## src/rtl/uart_pkg.sv

```systemverilog
// Constants and state encoding shared by the UART receiver and transmitter.
package uart_pkg;

  localparam int CLKS_PER_BIT_DEFAULT = 5208;
  localparam int DATA_BITS_DEFAULT    = 8;

  typedef enum logic [2:0] {
    IDLE  = 3'd0,
    START = 3'd1,
    DATA  = 3'd2,
    STOP  = 3'd3,
    BREAK = 3'd4
  } uart_state_e;

endpackage

```

## src/rtl/uart_bit_timer.sv

```systemverilog
// Free-running bit timer; wraps to zero on its own tick so consecutive bits need no clear.
module uart_bit_timer #(
  parameter int CLKS_PER_BIT = 16
) (
  input  logic clk,
  input  logic rst,
  input  logic clear,
  input  logic half,
  output logic tick
);

  localparam int TW   = $clog2(CLKS_PER_BIT);
  localparam int HALF = CLKS_PER_BIT / 2;
  localparam logic [TW-1:0] FULL_TC = TW'(CLKS_PER_BIT - 1);
  localparam logic [TW-1:0] HALF_TC = TW'(HALF - 1);

  logic [TW-1:0] cnt_q, cnt_d;

  assign tick = (cnt_q == (half ? HALF_TC : FULL_TC));

  always_comb begin
    cnt_d = cnt_q + 1'b1;
    if (clear || tick) cnt_d = '0;
  end

  always_ff @(posedge clk or posedge rst) begin
    if (rst) cnt_q <= '0;
    else     cnt_q <= cnt_d;
  end

endmodule

```

## src/rtl/uart_rx.sv

```systemverilog
// 8N1 UART receiver: 2-flop synchronizer, mid-bit sampling, framing-error detect.
module uart_rx
  import uart_pkg::*;
#(
  parameter int CLKS_PER_BIT = CLKS_PER_BIT_DEFAULT,
  parameter int DATA_BITS    = DATA_BITS_DEFAULT
) (
  input  logic                 clk,
  input  logic                 rst,
  input  logic                 rx_serial,
  output logic [DATA_BITS-1:0] rx_data,
  output logic                 rx_valid,
  output logic                 frame_err,
  output logic                 rx_busy
);

  localparam int IDXW = (DATA_BITS > 1) ? $clog2(DATA_BITS) : 1;
  localparam logic [IDXW-1:0] LAST_IDX = IDXW'(DATA_BITS - 1);

  uart_state_e          state_q;
  logic                 sync1_q, rxs_q;
  logic [DATA_BITS-1:0] shreg_q, data_q;
  logic [IDXW-1:0]      idx_q;
  logic                 valid_q, ferr_q, busy_q;
  logic                 tmr_clear, tmr_half, tick;

  always_ff @(posedge clk or posedge rst) begin
    if (rst) begin
      sync1_q <= 1'b1;
      rxs_q   <= 1'b1;
    end else begin
      sync1_q <= rx_serial;
      rxs_q   <= sync1_q;
    end
  end

  // Only IDLE and BREAK leave without a tick; every other exit rides the timer wrap.
  assign tmr_clear = (state_q == IDLE) || (state_q == BREAK);
  assign tmr_half  = (state_q == START);

  uart_bit_timer #(.CLKS_PER_BIT(CLKS_PER_BIT)) u_timer (
    .clk   (clk),
    .rst   (rst),
    .clear (tmr_clear),
    .half  (tmr_half),
    .tick  (tick)
  );

  always_ff @(posedge clk or posedge rst) begin
    if (rst) begin
      state_q <= IDLE;
      shreg_q <= '0;
      data_q  <= '0;
      idx_q   <= '0;
      valid_q <= 1'b0;
      ferr_q  <= 1'b0;
      busy_q  <= 1'b0;
    end else begin
      valid_q <= 1'b0;
      ferr_q  <= 1'b0;
      case (state_q)
        IDLE: if (!rxs_q) begin
          state_q <= START;
          busy_q  <= 1'b1;
        end
        START: if (tick) begin
          if (!rxs_q) begin
            state_q <= DATA;
            idx_q   <= '0;
          end else begin
            state_q <= IDLE;
            busy_q  <= 1'b0;
          end
        end
        DATA: if (tick) begin
          shreg_q <= {rxs_q, shreg_q[DATA_BITS-1:1]};
          idx_q   <= idx_q + 1'b1;
          if (idx_q == LAST_IDX) state_q <= STOP;
        end
        STOP: if (tick) begin
          if (rxs_q) begin
            data_q  <= shreg_q;
            valid_q <= 1'b1;
            state_q <= IDLE;
            busy_q  <= 1'b0;
          end else begin
            ferr_q  <= 1'b1;
            state_q <= BREAK;
          end
        end
        BREAK: if (rxs_q) begin
          state_q <= IDLE;
          busy_q  <= 1'b0;
        end
        default: begin
          state_q <= IDLE;
          busy_q  <= 1'b0;
        end
      endcase
    end
  end

  assign rx_data   = data_q;
  assign rx_valid  = valid_q;
  assign frame_err = ferr_q;
  assign rx_busy   = busy_q;

endmodule

```

## config.mk

```make
export PLATFORM = sky130hd
export DESIGN_NAME = uart_rx
export DESIGN_NICKNAME = d
export VERILOG_FILES = /design/src/rtl/uart_pkg.sv /design/src/rtl/uart_bit_timer.sv /design/src/rtl/uart_rx.sv
export SDC_FILE = /design/constraint.sdc
export NUM_CORES = 1
export LEC_CHECK = 0
export CAP_MARGIN = 25
export CORE_ASPECT_RATIO = 0.8
export CORE_MARGIN = 3
export CORE_UTILIZATION = 40
export DETAILED_ROUTE_END_ITERATION = 16
export PLACE_DENSITY = 0.64
export SLEW_MARGIN = 20
export SYNTH_ARGS = -nofsm -noshare
export SYNTH_HDL_FRONTEND = slang
export SYNTH_SLANG_ARGS = --single-unit
```

## constraint.sdc

```tcl
create_clock -name clk -period 2.1 [get_ports clk]
set_input_delay 0.21 -clock clk [delete_from_list [all_inputs] [get_ports clk]]
set_output_delay 0.21 -clock clk [all_outputs]
set_load 0.005 [all_outputs]
```

==> metrics.txt, run 1 <==
status=finished with violations; failing checks=setup timing; Placed Area=approximately 2100 sq um; Post-DRT Antenna Nets=0; worst min path class=input pin to flop; share of layout cells above drive strength 1=between 20% and 30%; crit-path max cell delay=roughly 410 ps; crit-path cells=nor3b_4 -> mux2i_2 -> nand3_2 -> or3b_4 -> buf_6 -> mux2_4; CTS tree=done; maximum clock frequency=between 400 and 500 MHz; RSZ-0062 raised after global routing=true; Synth cell types=33; Max H-tree Level=2; CTS Hold Bufs=0; RR Startpoint=state_q[2]; Final Hold Fails=0; Critical Path RT=2280 ps; P per Cell Area=about 600 nW/um^2; Power Total=approximately 0.0013 W; Chip Width=81.1 um; Slowest cell on crit path=dfrtp_1; main area contributors after synthesis=dfrtp_1, mux2_4, mux2_2; GRT Total Usage=13.9%; leakage=1.06 nW; Top delay family on crit path=simple AND/OR/NAND/NOR gates; VDD IR max=approximately 0.35 mV; HPWL after DPL=2240 um; Syn Area/Cell=11.8 sq um; worst rel slew slack=66.3%; Buf/Inv on CP=1; worst-margin pin slew=506 ps; worst flop-to-flop path endpoint=rx_data[5]; clock latency at the later pin of the worst-skew pair=a little under 300 ps; drt total wl=between 3000 and 4000 um; final worst-path cycle share=100%; # clock sinks=40; CTS buffer count=5; largest area contributor in the netlist=dfrtp_1; P&R area growth vs syn=21.1%; initial antenna violation count=0; Congestion Overflow GR=0; final setup fails=3; Synth Flop Type=dfrtp_1; num ports=14; storage element area=~1000 sq um; Worst Path Max Fanout=8; First-pass DRT Iterations=4; fin crit period=~2100 ps; DRT iter0 DRCs=slightly above 100; Hold Crit Depth=1; Post-Syn Instances=153; Max-cap violations=0; design area=between 2000 and 2500 sq um; Vias/cell=4.93; global-route wire length before repair=5520 um; Seq/Total Area, Yosys=55.7%; PortBufs=13; syn_nets=159; Die ar.=5350 sq um; critical path class=flop to flop; worst reg2reg path depth=6; Synth top area share=52.7%; multi-input logic area=766 sq um; Fill cells=383; CTS root buf=clkbuf_8; Initial Utilization=a little over two fifths; DRC violations left=0; fin worst setup slack=-1.85 ps; Pins Over Slew Limit=0; Worst EP arrival=2280 ps; Hold Crit Start=rx_serial; # rows=21; Clock Pin Slew Worst Setup and Hold Paths=around 80 ps; Hold EP=sync1_q; CP endpoint kind=flop; gp weighted congestion=0.826; pin count of the biggest net entering global routing=41; Diodes inserted=0; FF+latch count, synth=40; vias in the first global route=1214; most common cell after layout, fill and taps aside=dfrtp_1; yosys warns=0; fin nets=188; die height=roughly 66 um; Post-synth EDFFs=0; Synth async-reset ratio=100%; clock buffer depth=2; Reg2Reg Setup Slack=-2 ps; Clock Skews=roughly 4.6 ps; CP Launch Type=flop; most frequent cells in the layout=dfrtp_1, nor2_1, nand2_1, clkdlybuf4s50_1, buf_4; mapped cell area=1800 sq um; Core ar.=4260 sq um; drt wl/cell=around 14 um; Vias=1183
-- worst max-delay path by stage --
stage               start         end  slack (ps)  cells past startpoint
5_1_grt        state_q[2]  rx_data[7]         -60                      6
3_5_place_dp   state_q[2]  rx_data[6]          -8                      6
2_1_floorplan  state_q[1]  rx_data[0]          80                      6
6_report       state_q[2]  rx_data[5]          -2                      6
3_3_place_gp   state_q[2]  rx_data[4]          90                      6
4_1_cts        state_q[1]  rx_data[7]           3                      6
-- synthesized netlist by cell type (2+ instances only) --
master / number
dfstp_2: 2
ha_1: 3
mux2i_1: 2
nand4_1: 2
a21oi_1: 4
xor2_1: 6
and3_2: 2
nand3b_1: 3
mux2_4: 8
mux2_2: 9
nand2_1: 13
o21ai_0: 5
xnor2_1: 5
inv_1: 5
nor3_1: 2
and3_1: 2
dfrtp_1: 38
nand3_1: 5
buf_6: 2
nor2_1: 22
-- logic make-up after synthesis --
group                      Yosys count  share of synthesized area [%]
and+or+nand+nor                     59                           16.6
AOI/OAI and AO/OA                   11                           3.61
buffers and inverters                9                           2.78
DFF                                 40                           55.7
adders and majority gates            4                           2.64
xor gates and xnor gates            11                           5.34
muxes                               19                           13.4
-- power by group --
group | internal [W] | total (W) | switching [W] | leakage (nW)
combinational | 0.00000588 | 0.0000233 | 0.0000174 | 0.473
sequential | 0.000773 | 0.000776 | 0.00000220 | 0.532
clock | 0.000262 | 0.000516 | 0.000254 | 0.0510
total | 0.00104 | 0.00131 | 0.000274 | 1.06
-- per-layer routing --
layer,part of all wire [%],global-route usage (%)
met1,49,18.2
met2,47,21.3
met3,2.9,3.27
met4,0.91,6.96
met5,0,0
-- worst reg2reg max path, cell delays in order, from the launching register on --
cell and delay, ps:
dfrtp_1 410, nor3b_4 280, mux2i_2 330, nand3_2 130
or3b_4 390, buf_6 160, mux2_4 300
-- metrics by stage --
step	worst slack [ps]	utilization (%)	cells	hold WS [ps]	setup TNS, ps
6_report	-1.85	51.3	240	329	-4.83
5_1_grt	-64.4	51.3	240	318	-474
4_1_cts	2.79	50.6	239	322	0
3_5_place_dp	-7.52	48.3	230	347	-22.4
3_3_place_gp	85.7	48.3	230	347	0
2_1_floorplan	81.5	-	153	214	0
-- area by class of cell --
cell class                      count  area share [%]
Sequential cell                    40            46.0
Multi-Input combinational cell    104            35.1
Timing Repair Buffer               26            10.6
Clock buffer                        6            3.78
Tap cell                           57            3.27
Inverter                            5           0.860
Clock inverter                      2           0.458
-- state kept, by name, indices dropped and copies added, names as in the netlist --
signal         flops
frame_err          1
u_timer.cnt_q     13
sync1_q            1
idx_q              3
shreg_q            8
rx_valid           1
rx_busy            1
state_q            3
rx_data            8
rxs_q              1
-- what timing repair did --
item / 4_1_cts / 5_1_grt
setup endpoints to repair: 8 / 8
setup buffers: 1 / 1
resized for setup: 0 / 5
pin swaps: 1 / 1
No activity file was read; power rests on OpenSTA's default activity.
==> run 2, diff against run 1 <==
CAP_MARGIN = 15   (was 25)
CTS_CLUSTER_DIAMETER = 80   (was unset)
==> results of run 2 <==
The final DEF is identical to that of run 1; final timing and power are the same.
